File: config.mk
export PLATFORM = sky130hd
export DESIGN_NAME = sequential_alu
export DESIGN_NICKNAME = d
export VERILOG_FILES = /design/src/rtl/sequential_alu.sv
export SDC_FILE = /design/constraint.sdc
export NUM_CORES = 1
export LEC_CHECK = 0
export ABC_CLOCK_PERIOD_IN_PS = 6900
export CAP_MARGIN = 5
export CORE_MARGIN = 1.5
export CORE_UTILIZATION = 51
export CTS_BUF_LIST = sky130_fd_sc_hd__clkbuf_8
export CTS_CLUSTER_DIAMETER = 100
export CTS_CLUSTER_SIZE = 14
export DETAILED_ROUTE_END_ITERATION = 6
export MAX_ROUTING_LAYER = met4
export PLACE_DENSITY = 0.88
export SLEW_MARGIN = 20
export SYNTH_ARGS = -nofsm -noshare
export SYNTH_HDL_FRONTEND = slang
export SYNTH_SLANG_ARGS = --single-unit
File: constraint.sdc
create_clock -name clk -period 6.9 [get_ports clk]
set_clock_uncertainty 0.2 [all_clocks]
set_input_delay 1.38 -clock clk [delete_from_list [all_inputs] [get_ports clk]]
set_output_delay 1.38 -clock clk [all_outputs]
set_load 0.02 [all_outputs]
File: src/rtl/sequential_alu.sv
// sequential_alu: FSM-sequenced ALU; single-cycle ops plus optional shift-add multiplier (enabled by ALU_MUL_EN)
module sequential_alu #(
  parameter int N = 16
) (
  input  logic         clk,
  input  logic         resetn,
  input  logic         start,
  input  logic [2:0]   op,
  input  logic [N-1:0] x,
  input  logic [N-1:0] y,
  input  logic         cin,
  output logic         busy,
  output logic         done,
  output logic         err,
  output logic [N-1:0] alu_out,
  output logic         cout,
  output logic         z_flag,
  output logic         n_flag,
  output logic         v_flag
);
  localparam int L = $clog2(N);
  localparam logic [1:0] IDLE = 2'd0;
  localparam logic [1:0] DONE = 2'd2;
`ifdef ALU_MUL_EN
  localparam logic [1:0] EXEC = 2'd1;
`endif
  logic [1:0]   state_q, state_d;
  logic [N-1:0] out_q, out_d;
  logic         cout_q, cout_d, z_q, z_d, v_q, v_d, err_q, err_d;
  logic [N:0]   add_w, sub_w, shl_w;
  logic [N-1:0] r;
  logic         c, v, rsv;
`ifdef ALU_MUL_EN
  logic [2*N-1:0] mc_q, mc_d, acc_q, acc_d, prod;
  logic [N-1:0]   mb_q, mb_d;
  logic [L-1:0]   cnt_q, cnt_d;
  assign prod = acc_q + (mb_q[0] ? mc_q : '0);
  assign busy = state_q == EXEC;
`else
  assign busy = 1'b0;
`endif
  assign done    = state_q == DONE;
  assign err     = err_q;
  assign alu_out = out_q;
  assign cout    = cout_q;
  assign z_flag  = z_q;
  assign n_flag  = out_q[N-1];
  assign v_flag  = v_q;
  assign add_w = {1'b0, x} + {1'b0, y} + {{N{1'b0}}, cin};
  assign sub_w = {1'b0, x} + {1'b0, ~y} + (N+1)'(1);
  assign shl_w = {1'b0, x} << y[L-1:0];
  // single-cycle datapath: result and flags from the live operands on the accepting edge
  always_comb begin
    r = '0;
    c = 1'b0;
    v = 1'b0;
    rsv = 1'b0;
    case (op)
      3'b000: begin
        r = add_w[N-1:0];
        c = add_w[N];
        v = (x[N-1] == y[N-1]) && (add_w[N-1] != x[N-1]);
      end
      3'b001: begin
        r = sub_w[N-1:0];
        c = sub_w[N];
        v = (x[N-1] != y[N-1]) && (sub_w[N-1] != x[N-1]);
      end
      3'b010: r = x & y;
      3'b011: r = x | y;
      3'b100: r = x ^ y;
      3'b101: begin
        r = shl_w[N-1:0];
        c = (y[L-1:0] != '0) && shl_w[N];
      end
      default: rsv = 1'b1;
    endcase
  end
  // FSM next state; outputs change only on the edge that enters DONE
  always_comb begin
    state_d = state_q;
    out_d = out_q;
    cout_d = cout_q;
    z_d = z_q;
    v_d = v_q;
    err_d = 1'b0;
`ifdef ALU_MUL_EN
    mc_d = mc_q;
    mb_d = mb_q;
    acc_d = acc_q;
    cnt_d = cnt_q;
`endif
    case (state_q)
      IDLE: if (start) begin
`ifdef ALU_MUL_EN
        if (op == 3'b110) begin
          state_d = EXEC;
          mc_d = {{N{1'b0}}, x};
          mb_d = y;
          acc_d = '0;
          cnt_d = '0;
        end else
`endif
        begin
          state_d = DONE;
          out_d = r;
          cout_d = c;
          z_d = r == '0;
          v_d = v;
          err_d = rsv;
        end
      end
`ifdef ALU_MUL_EN
      EXEC: begin
        acc_d = prod;
        mc_d = mc_q << 1;
        mb_d = mb_q >> 1;
        cnt_d = cnt_q + 1'b1;
        if (cnt_q == L'(N-1)) begin
          state_d = DONE;
          out_d = prod[N-1:0];
          cout_d = |prod[2*N-1:N];
          z_d = prod[N-1:0] == '0;
          v_d = 1'b0;
        end
      end
`endif
      default: state_d = IDLE;
    endcase
  end
  // state registers with synchronous active-low reset
  always_ff @(posedge clk) begin
    if (!resetn) begin
      state_q <= IDLE;
      out_q <= '0;
      cout_q <= 1'b0;
      z_q <= 1'b0;
      v_q <= 1'b0;
      err_q <= 1'b0;
`ifdef ALU_MUL_EN
      mc_q <= '0;
      mb_q <= '0;
      acc_q <= '0;
      cnt_q <= '0;
`endif
    end else begin
      state_q <= state_d;
      out_q <= out_d;
      cout_q <= cout_d;
      z_q <= z_d;
      v_q <= v_d;
      err_q <= err_d;
`ifdef ALU_MUL_EN
      mc_q <= mc_d;
      mb_q <= mb_d;
      acc_q <= acc_d;
      cnt_q <= cnt_d;
`endif
    end
  end
endmodule

==> qor.yml, run 1 <==
status: "finished, final reports clean"
clkSinkCount: 21
synth_top_cell_area_share: 0.166
powerDensity_mw_per_mm2: 117
p_leak_nw: 2.11
core_area_mm2: 0.00785
cp-start-kind: "primary input"
hold_violations: 0
die_w_um: 93.9
synth.avg_cell_area_um2: 7.23
finalPower_uw: 570
seq_area_frac_synth: 0.0998
synth_nets: 681
ant_nets: 0
path_max_fanout: 23
fin_crit_ns: 5.59
grt_max_degree: 45
p_comb_frac: 0.620
via_count: 4613
required_ns: 6.91
rr_worst_depth: 7
max_slew_margin: 0.399
grt_pass1_wl_um: 22100
synthTopCellsByArea: "ha_1 (17%), dfxtp_1 (10%), a21oi_1 (5.7%)"
hold_class: "reg2reg"
antennaDiodeCount: 0
max_slew.worst_pin.slew_ns: 0.878
drc_errors: 0
synth_flop_cell: "dfxtp_1"
utilization: 0.622
post_cts_buffers: 0
ff_latch_area_um2: 420
clk_path_buf_depth: 2
synthTopCellsByCount: "ha_1 (56), nor2_1 (51), inv_1 (49)"
path_clk_slew_ns: 0.07
synth_most_common_cell: "ha_1"
fmax_mhz: 179
grt_usage: 0.325
placed_cell_area_mm2: 0.00484
dr.first_iter.drc_count: 441
grt.overflow.total: 0
wirelength_um: 13800
syn_inst: 583
design_area_mm2: 0.00488
nNetsFinal: 715
holdWs_ns: 0.294
slew_viol_final: 0
avgRoutedWirePerCell_um: 19.2
rows: 32
layout-drive-gt1-share: 0.0503
synth_edf_count: 0
critical_path_class: "in2reg"
vias_per_cell: 6.42
multi_input_area_mm2: 0.00344
synth.distinct_cells: 73
rsz0062_at_grt: "false"
dp_hpwl_um: 10700
worstPathArrival_ns: 5.60
cts_root_buf: "clkbuf_8"
setup_tns_ns: 0
synthesis.area_mm2: 0.00421
antenna_found_initial: 0
portBuffers: 60
die_height_um: 93.9
p_seq_frac: 0.239
cts_made_buffers: 3
first_global_vias: 4311
async_flop_share: 0
setup_viol: 0
syn_to_final_growth_pct: 15.9
cts_tree: "built"
htreeDepth: 1
dr.pass1.iters: 6
initial_core_util: 0.537
num-fill-cells: 730
cts_resized: 0
drv_cap: 0
synth-seq-cells: 21
min_path_cells: 2
clockPowerShare: 0.141
yosysWarnings: 0
post-route-period-util: 0.811
sw_frac_of_total: 0.452
cts_hold_buf: 0
cp-end-kind: "flip-flop"
yosys.area.top_type: "ha_1"
gp_congestion: 0.973
dieArea_mm2: 0.00881
vdd_drop_max_mv: 0.0732
power.switching_uw: 257
ios: 62
worst_skew_pair.late_latency_ns: 0.26
p_int_uw: 312
-- critical path, cell delays in order --
cell,delay (ns)
clkdlybuf4s50_1,0.85
ha_1,0.48
fa_1,0.44
nor2_1,0.13
o221ai_1,0.23
a2111oi_0,0.83
a221oi_1,0.37
o41ai_1,0.41
o22ai_1,0.17
o21ai_0,0.16
and2_1,0.14
-- power groups by stage --
stage / Clock, mW / Combinational (mW) / Sequential, mW
3_5_place_dp: 0 / 0.345 / 0.139
5_1_grt: 0.0895 / 0.382 / 0.137
2_1_floorplan: 0 / 0.221 / 0.149
4_1_cts: 0.0817 / 0.347 / 0.136
6_report: 0.0805 / 0.353 / 0.136
3_3_place_gp: 0 / 0.342 / 0.138
-- path summary, 6_finish.rpt --
path                            startpoint          end  slack (ns)
worst max-delay path                  y[0]  alu_out[14]        1.31
worst min-delay path                z_flag       z_flag        0.29
worst max register to register  state_q[1]       z_flag        4.10
worst min register to register      z_flag       z_flag        0.29
-- per-stage QoR --
step | instances | setup WS, ns
3_5_place_dp | 714 | 1.13
6_report | 718 | 1.31
2_1_floorplan | 583 | 2.52
4_1_cts | 718 | 1.39
3_3_place_gp | 714 | 1.21
5_1_grt | 718 | 0.851
-- cell usage in the layout (no fill, tap or decap), types with 8 or more instances in the layout --
master,n
clkdlybuf4s50_1,60
ha_1,56
nor2_1,51
inv_1,50
a21oi_1,48
nand2_1,43
o21ai_0,38
mux2i_1,24
dfxtp_1,21
nor3_1,14
a211oi_1,13
nor3b_1,10
a221oi_1,10
nand3_1,9
xnor2_1,8
o211a_1,8
-- kinds of logic (layout without fill, tap and decap cells) --
logic type | count (synthesis) | after routing | share of synthesized area
XOR/XNOR | 9 | 9 | 0.0187
flip-flops | 21 | 21 | 0.0998
other | 1 | 1 | 0.000890
adder cells (fa/ha/maj) | 59 | 59 | 0.181
buffers and inverters | 90 | 123 | 0.0849
AO/OA/AOI/OAI | 196 | 196 | 0.331
multiplexers | 31 | 31 | 0.0766
AND/OR/NAND/NOR | 176 | 176 | 0.207
-- sequential cells by signal, indices dropped and copies added (netlist names) --
| name | flops |
|---|---|
| alu_out | 16 |
| cout | 1 |
| err | 1 |
| state_q | 1 |
| v_flag | 1 |
| z_flag | 1 |
-- final cells by class --
class,count,area share
multi-input combinational,472,0.705
timing repair buffer,67,0.134
sequential,21,0.0861
inverter,52,0.0400
tap,102,0.0261
clock buffer,3,0.00846
clock inverter,1,0.000769
-- per-layer routing --
layer  vias to the layer above  GRT usage  part of all wire
li1                       2206          -                 -
met2                       228      0.513              0.46
met4                         0      0.119             0.038
met1                      2145      0.426              0.43
met3                        34     0.0396             0.075
met5                         -          -                 0
(Power assumes the default switching activity.)
==> inputs of run 2 (changes only) <==
--- a/config.mk
+++ b/config.mk
@@ -5,7 +5,7 @@
 export SDC_FILE = /design/constraint.sdc
 export NUM_CORES = 1
 export LEC_CHECK = 0
-export ABC_CLOCK_PERIOD_IN_PS = 6900
+export ABC_CLOCK_PERIOD_IN_PS = 4500
 export CAP_MARGIN = 5
 export CORE_MARGIN = 1.5
 export CORE_UTILIZATION = 51
@@ -14,7 +14,7 @@
 export CTS_CLUSTER_SIZE = 14
 export DETAILED_ROUTE_END_ITERATION = 6
 export MAX_ROUTING_LAYER = met4
-export PLACE_DENSITY = 0.88
+export PLACE_DENSITY = 0.91
 export SLEW_MARGIN = 20
 export SYNTH_ARGS = -nofsm -noshare
 export SYNTH_HDL_FRONTEND = slang
==> constraint.sdc (replaced) <==
create_clock -name clk -period 4.5 [get_ports clk]
set_clock_uncertainty 0.2 [all_clocks]
set_input_delay 0.9 -clock clk [delete_from_list [all_inputs] [get_ports clk]]
set_output_delay 0.9 -clock clk [all_outputs]
set_load 0.02 [all_outputs]
==> qor.yml, run 2 (same netlist as run 1, synthesis figures left out) <==
fin_cells: 767
portBuffers: 60
cts_resized: 0
status: "finished, final reports clean"
dieArea_mm2: 0.00881
met1_usage: 0.431
final_common_cell: "clkdlybuf4s50_1"
powerDensity_mw_per_mm2: 178
max_slew_margin: 0.503
setup_viol: 0
cpLargestDelayFamily: "compound AO/OA/AOI/OAI gates"
avgRoutedWirePerCell_um: 19.7
holdWs_ns: 0.281
layout-drive-gt1-share: 0.119
die_height_um: 93.9
drv_cap: 0
p_seq_frac: 0.223
post_cts_buffers: 0
dr.pass1.iters: 6
cp-end-kind: "flip-flop"
ff_latch_area_um2: 420
via_count: 4980
post-route-period-util: 0.975
worstPathArrival_ns: 4.37
grt_util_met3: 0.0437
antenna_found_initial: 0
rsz0062_at_grt: "false"
syn_to_final_growth_pct: 24.5
fin_crit_ns: 4.39
grt_use_met2: 0.603
slew_viol_final: 0
antennaDiodeCount: 0
gp_congestion: 0.993
path_clk_slew_ns: 0.08
p_int_uw: 520
cp-start-kind: "primary input"
multi_input_area_mm2: 0.00344
cts_made_buffers: 3
critical_path.slowest_cell: "o41ai_1"
worst_skew_pair.late_latency_ns: 0.26
die_w_um: 93.9
grt.overflow.total: 0
ios: 62
largest_reg_flops: 16
sw_frac_of_total: 0.443
setup_tns_ns: 0
grt_usage: 0.359
dr.first_iter.drc_count: 473
required_ns: 4.48
dp_hpwl_um: 12000
vdd_drop_max_mv: 0.143
clk_path_buf_depth: 2
path_buf_inv: 2
critical_path_class: "in2reg"
cts_tree: "built"
first_global_vias: 4812
rows: 32
hold_class: "reg2reg"
clockPowerShare: 0.133
vias_per_cell: 6.49
wirelength_um: 15100
fmax_mhz: 228
cts_hold_buf: 0
grt_pass1_wl_um: 24200
num-fill-cells: 686
ant_nets: 0
path_max_fanout: 7
grt_max_degree: 32
dp_cells: 763
p_leak_nw: 2.34
crit_chain: "clkdlybuf4s50_1 -> inv_1 -> ha_1 -> o211a_2 -> o21a_1 -> a2111oi_4 -> o41ai_1 -> a2111oi_1 -> a21oi_1 -> mux2i_1 -> nand3_1 -> o31ai_2"
hold_violations: 0
core_area_mm2: 0.00785
power.switching_uw: 414
layout_common_cells: "clkdlybuf4s50_1 (60), ha_1 (56), buf_4 (56)"
drc_errors: 0
initial_core_util: 0.537
grt_busiest_layer: "met2"
max_slew.worst_pin.slew_ns: 0.740
p_comb_frac: 0.644
utilization: 0.668
clkSinkCount: 21
cts_root_buf: "clkbuf_8"
nNetsFinal: 764
htreeDepth: 1
cpPeakStageDelay_ns: 0.68
## run 2: metal layers
layer	vias to the layer above	wire length [µm]	share of wire
met1	2312	5920	0.39
met5	-	0	0
met2	302	7210	0.48
met4	0	615	0.041
met3	61	1330	0.088
li1	2305	-	-
## run 2: worst min-delay path, cell delays in order (launching register included)
cell and delay (ns):
dfxtp_1 0.31, nand2_1 0.05, a21boi_0 0.07
## run 2: path summary, 6_finish.rpt
check	startpoint	end	slack [ns]	cells past startpoint
worst min register to register	alu_out[5]	alu_out[5]	0.28	2
worst max register to register	state_q[1]	z_flag	1.75	9
worst max-delay path	y[5]	z_flag	0.11	12
worst min-delay path	alu_out[5]	alu_out[5]	0.28	2
## run 2: per-stage QoR
step                      total power [mW]  area (µm²)  setup slack (ns)
after global placement               0.789        5200           0.00205
final                                0.934        5250             0.112
after detailed placement             0.797        5200            -0.148
after global routing                 0.989        5250           0.00322
after floorplan                      0.568        4210             0.601
after CTS                            0.919        5240             0.110
## run 2: power groups by stage
stage / Combinational, mW / Sequential [mW] / Clock (mW)
final: 0.602 / 0.208 / 0.124
after global routing: 0.649 / 0.209 / 0.131
after CTS: 0.588 / 0.208 / 0.123
after detailed placement: 0.585 / 0.212 / 0
after global placement: 0.577 / 0.211 / 0
after floorplan: 0.339 / 0.229 / 0
## run 2: area by class of cell
cell class	count	share of cell area
multi-input cells	472	0.655
clock inverters	1	0.000716
inverters	52	0.0372
repair buffers	116	0.195
clock buffers	3	0.00787
well taps	102	0.0243
flip-flops and latches	21	0.0802
